<file path="src/rtl/control_signals_pkg.sv">
// Shared control-unit types: datapath select enums plus the sequencer state encoding.
package control_signals;

    typedef enum logic [1:0] {
        ALU_SRC_REG,
        ALU_SRC_IMM
    } Alu_Src_t;

    typedef enum logic [3:0] {
        ALU_ADD,
        ALU_SUB,
        ALU_AND,
        ALU_OR,
        ALU_XOR,
        ALU_SLT
    } Alu_Operation_t;

    typedef enum logic [1:0] {
        REG_DATA_ALU,
        REG_DATA_MEM,
        REG_DATA_PC4
    } Reg_Data_Src_t;

    // Encoding is visible on state_out, so keep these values fixed.
    typedef enum logic [2:0] {
        FETCH     = 3'd0,
        DECODE    = 3'd1,
        EXECUTE   = 3'd2,
        MEM       = 3'd3,
        WRITEBACK = 3'd4
    } Seq_State_t;

endpackage

</file>
<file path="src/rtl/instr_sequencer_retire_counter.sv">
// 32-bit retired-instruction counter with synchronous clear; wraps naturally.
module retire_counter (
    input  logic        clk,
    input  logic        clear,
    input  logic        enable,
    output logic [31:0] count
);

    logic [31:0] count_q;

    always_ff @(posedge clk) begin
        if (clear) begin
            count_q <= 32'd0;
        end else if (enable) begin
            count_q <= count_q + 32'd1;
        end
    end

    assign count = count_q;

endmodule

</file>
<file path="src/rtl/instr_sequencer.sv">
// Multi-cycle instruction sequencer: drives fetch/memory handshakes and datapath strobes.
module instr_sequencer
    import control_signals::*;
(
    input  logic        clk,
    input  logic        rst,
    output logic        imem_req,
    input  logic        imem_ready,
    output logic        dmem_req,
    output logic        dmem_we,
    input  logic        dmem_ready,
    input  logic        mem_read,
    input  logic        mem_write,
    input  logic        reg_write,
    input  logic        branch_ctrl,
    input  logic        alu_zero_in,
    output logic        ir_write,
    output logic        pc_write,
    output logic        pc_src_branch,
    output logic        reg_write_en,
    output logic        illegal_instr,
    output logic [2:0]  state_out,
    output logic [31:0] retired_cnt
);

    Seq_State_t state;
    Seq_State_t next_state;
    logic       retire;
    logic       is_branch;
    logic       is_mem;
    logic       is_alu;

    // Instruction class as seen in EXECUTE; anything not matching is illegal.
    assign is_branch = branch_ctrl && !mem_read && !mem_write;
    assign is_mem    = !branch_ctrl && (mem_read ^ mem_write);
    assign is_alu    = !branch_ctrl && !mem_read && !mem_write && reg_write;

    always_ff @(posedge clk) begin
        if (rst) begin
            state <= FETCH;
        end else begin
            state <= next_state;
        end
    end

    always_comb begin
        next_state = state;
        case (state)
            FETCH:     if (imem_ready) next_state = DECODE;
            DECODE:    next_state = EXECUTE;
            EXECUTE: begin
                if (is_mem)      next_state = MEM;
                else if (is_alu) next_state = WRITEBACK;
                else             next_state = FETCH;
            end
            MEM:       if (dmem_ready) next_state = mem_read ? WRITEBACK : FETCH;
            WRITEBACK: next_state = FETCH;
            default:   next_state = FETCH;
        endcase
    end

    always_comb begin
        imem_req      = 1'b0;
        dmem_req      = 1'b0;
        dmem_we       = 1'b0;
        ir_write      = 1'b0;
        pc_write      = 1'b0;
        pc_src_branch = 1'b0;
        reg_write_en  = 1'b0;
        illegal_instr = 1'b0;
        retire        = 1'b0;
        case (state)
            FETCH: begin
                imem_req = 1'b1;
                ir_write = imem_ready;
            end
            EXECUTE: begin
                if (is_branch) begin
                    pc_write      = 1'b1;
                    pc_src_branch = alu_zero_in;
                    retire        = 1'b1;
                end else if (!is_mem && !is_alu) begin
                    pc_write      = 1'b1;
                    illegal_instr = 1'b1;
                end
            end
            MEM: begin
                dmem_req = 1'b1;
                dmem_we  = mem_write;
                if (dmem_ready && !mem_read) begin
                    pc_write = 1'b1;
                    retire   = 1'b1;
                end
            end
            WRITEBACK: begin
                reg_write_en = 1'b1;
                pc_write     = 1'b1;
                retire       = 1'b1;
            end
            default: ;
        endcase
        // Reset abandons any in-flight handshake; only the fetch request may show.
        if (rst) begin
            dmem_req      = 1'b0;
            dmem_we       = 1'b0;
            ir_write      = 1'b0;
            pc_write      = 1'b0;
            pc_src_branch = 1'b0;
            reg_write_en  = 1'b0;
            illegal_instr = 1'b0;
            retire        = 1'b0;
        end
    end

    assign state_out = state;

    retire_counter u_retire_counter (
        .clk    (clk),
        .clear  (rst),
        .enable (retire),
        .count  (retired_cnt)
    );

endmodule
</file>
<file path="config.mk">
export PLATFORM = sky130hd
export DESIGN_NAME = instr_sequencer
export DESIGN_NICKNAME = d
export VERILOG_FILES = /design/src/rtl/control_signals_pkg.sv /design/src/rtl/instr_sequencer_retire_counter.sv /design/src/rtl/instr_sequencer.sv
export SDC_FILE = /design/constraint.sdc
export NUM_CORES = 1
export LEC_CHECK = 0
export ABC_AREA = 1
export CORE_AREA = 2 2 74 76
export CTS_CLUSTER_DIAMETER = 150
export CTS_CLUSTER_SIZE = 10
export DETAILED_ROUTE_END_ITERATION = 8
export DIE_AREA = 0 0 76 78
export PLACE_DENSITY_LB_ADDON = 0.3
export SYNTH_ARGS = -nofsm -noshare
export SYNTH_HDL_FRONTEND = slang
export SYNTH_HIERARCHICAL = 1
export SYNTH_SLANG_ARGS = --single-unit
</file>
<file path="constraint.sdc">
create_clock -name clk -period 5.3 [get_ports clk]
set_input_delay 1.06 -clock clk [delete_from_list [all_inputs] [get_ports clk]]
set_output_delay 1.06 -clock clk [all_outputs]
set_load 0.02 [all_outputs]
</file>
==> run summary <==
Synth Area per Inst: 6.56 sq um
Critical Path AT: 2.83 ns
Final Power: 521 uW
Die W: 76 microns
CP Launch Type: primary input
WL final: 5310 microns
Die area: 5930 sq um
Number of synthesized register bits: 35
First-pass GRT wire length: 8940 microns
Share of cells above drive strength 1: 13.6%
Total CTS buffers: 5
Grt peak-use layer: met2
Fin area: 2780 sq um
Starting Density: 41.9%
Final routed DRC violation total: 0
Die H: 78 microns
Status: finished, final reports clean
RSZ-0062 raised after global routing: false
Post-DP HPWL: 4030 microns
NumNets Final: 385
CTS Buffer Depth: 2
Ys Warns: 6
Actual slew at the worst max-slew pin: 0.882 ns
Seq. cell area: 701 sq um
Critical Path RT: 4.24 ns
R2R cell count: 12
CTS tree: built
Clk slew on worst S/H paths: 0.07 ns
Reg-to-reg startpoint: state_out[2]
Initial antenna violation count: 0
Drt pass-1 iters: 4
H-tree depth: 2
Worst vdd ir: 0.161 mV
PwrDens: 187 nW/um^2
Final Hold Viols: 0
FP Rows: 26
Area grow syn2layout: 31.7%
Fin util: 55.2%
Gpl congestion: 0.810
# setup viols final: 0
Clk_skew: 0.00342 ns
Final period util: 73.4%
Area of the multi-input gates: 1220 sq um
Largest net degree at the start of global routing: 24
Starting DRT DRC Count: 107
Worst setup EP type: primary output
Antenna Nets Post-Route: 0
Syn_nets: 332
Port bufs: 51
# IOs: 52
Synthesized area: 2110 sq um
Sequential fraction of the synthesis area: 33.2%
Fill count: 513
Tot GR Track Use: 18.5%
RR Endpoint: u_retire_counter/count[24]
Critical path class: in -> out
Post-CTS Hold Buffers: 0
Cells after synthesis: 322
Skew-Pair Late Insertion Delay: 0.29 ns
Crit path to: illegal_instr
Clock Root Buffer: clkbuf_8
Max Fclk: 257 MHz
Setup TNS Final: 0 ns
Core Box Area: 5040 sq um
DR vias/cell: 4.86
Inserted Diodes: 0
Post-placement cell count: 438
M2 GR Usage: 31.9%
Hold WC Path Type: reg -> reg
Post_cts resized: 0
Post-place setup slack: 1.42 ns
Wire per inst: 11.9 microns
Final max-slew violation count: 0
Max_cap viols: 0
Met3 GRT Util: 3.95%
Pleak: 1.10 nW
Post-synth cell types: 29
Cell Count, Final, Fillers Out: 446
GR Overflow Total: 0
CTS sink cnt: 35
Grt met1 use: 23.1%
Slew margin rel.: 41.2%
CP startpoint: mem_read
Max Fanout on Critical Path: 5
Final hold slack: 0.504 ns
Vias in the first global route: 1969
FF-to-FF setup slack: 2.73 ns
Area after DPL: 2680 sq um
Period minus WS final: 3.89 ns
Via count: 2167
Post-CTS Setup Repair Bufs: 0
Post-route setup slack: 1.41 ns
==> cells by family after synthesis <==
family | share of synthesized area (%)
xor gates and xnor gates | 1.24
adders and majority gates | 0.592
buffers and inverters | 9.12
and+or+nand+nor | 47.5
AOI/OAI and AO/OA | 8.41
DFF | 33.2
==> worst min path at each step <==
stage	from	end	slack (ns)	cells past startpoint
finish	u_retire_counter/count[10]	u_retire_counter/count[10]	0.50	1
global route	u_retire_counter/count[10]	u_retire_counter/count[10]	0.54	1
CTS	u_retire_counter/count[5]	u_retire_counter/count[5]	0.51	1
detailed placement	u_retire_counter/count[5]	u_retire_counter/count[5]	0.49	1
global placement	u_retire_counter/count[10]	u_retire_counter/count[10]	0.49	1
floorplan	u_retire_counter/count[10]	u_retire_counter/count[10]	0.56	1
==> area by class of cell <==
type                    instances  share of cell area (%)
inverters                      43                    5.89
repair buffers                 51                    18.4
well taps                      70                    3.15
clock buffers                   8                    3.60
multi-input cells             239                    43.8
flip-flops and latches         35                    25.2
==> flip-flops by register name, summed over array words and instances (netlist names) <==
| name | count |
|---|---|
| state_out | 3 |
| u_retire_counter/count | 32 |
==> layout by cell type, fill, tap and decap left out, types with 2 or more instances in the layout <==
cell	n
o21ai_0	7
nand3_1	26
nand3b_1	2
nor3_1	3
clkbuf_8	7
xnor2_1	3
nor2_4	8
nand2_2	13
inv_1	40
dfxtp_1	35
nor2_2	12
clkdlybuf4s50_1	51
nand2_1	70
nand3_2	2
nor2_1	53
nand4_1	8
nor3_2	2
o21a_1	2
a21oi_1	22
inv_2	2
==> metal layers <==
layer,vias up,routed length [microns]
met3,10,282
met5,-,0
li1,1121,-
met1,970,2460
met4,0,48
met2,66,2520
==> report_power, final <==
group          total, mW  switching (mW)  leakage (nW)  internal (mW)
logic             0.0397          0.0223         0.767         0.0173
registers          0.267         0.00248         0.282          0.264
clock network      0.215          0.0959        0.0515          0.119
total              0.521           0.121          1.10          0.400
==> critical path: stages <==
cell             delay [ns]
clkdlybuf4s50_1        0.56
inv_1                  0.08
nand2_1                0.06
nand2_1                0.07
nand2_1                0.08
nand3_1                0.11
nor3_2                 0.15
clkdlybuf4s50_1        0.66
==> synthesized netlist by cell type <==
master	n	area share, %
nor3_1	3	0.71
nand3_4	1	0.83
inv_4	1	0.30
buf_1	1	0.18
o21ai_2	1	0.41
a31o_2	1	0.41
nor2_8	1	0.95
nand2_2	13	3.9
nand3_2	2	0.95
and3_1	1	0.30
dfxtp_1	35	33
inv_1	40	7.1
buf_2	2	0.47
a21oi_1	22	5.2
nor2_4	8	4.3
o21a_1	2	0.71
xnor2_1	3	1.2
nor2_1	53	9.4
nand2_1	70	12
nand3_1	26	6.2
nand4_1	8	2.4
ha_1	1	0.59
nand3b_1	2	0.71
clkbuf_1	1	0.18
nor2_2	12	3.6
o21ai_0	7	1.7
inv_2	2	0.36
nor3_2	2	0.95
buf_6	1	0.53
Power figures use the tool's default switching activity.
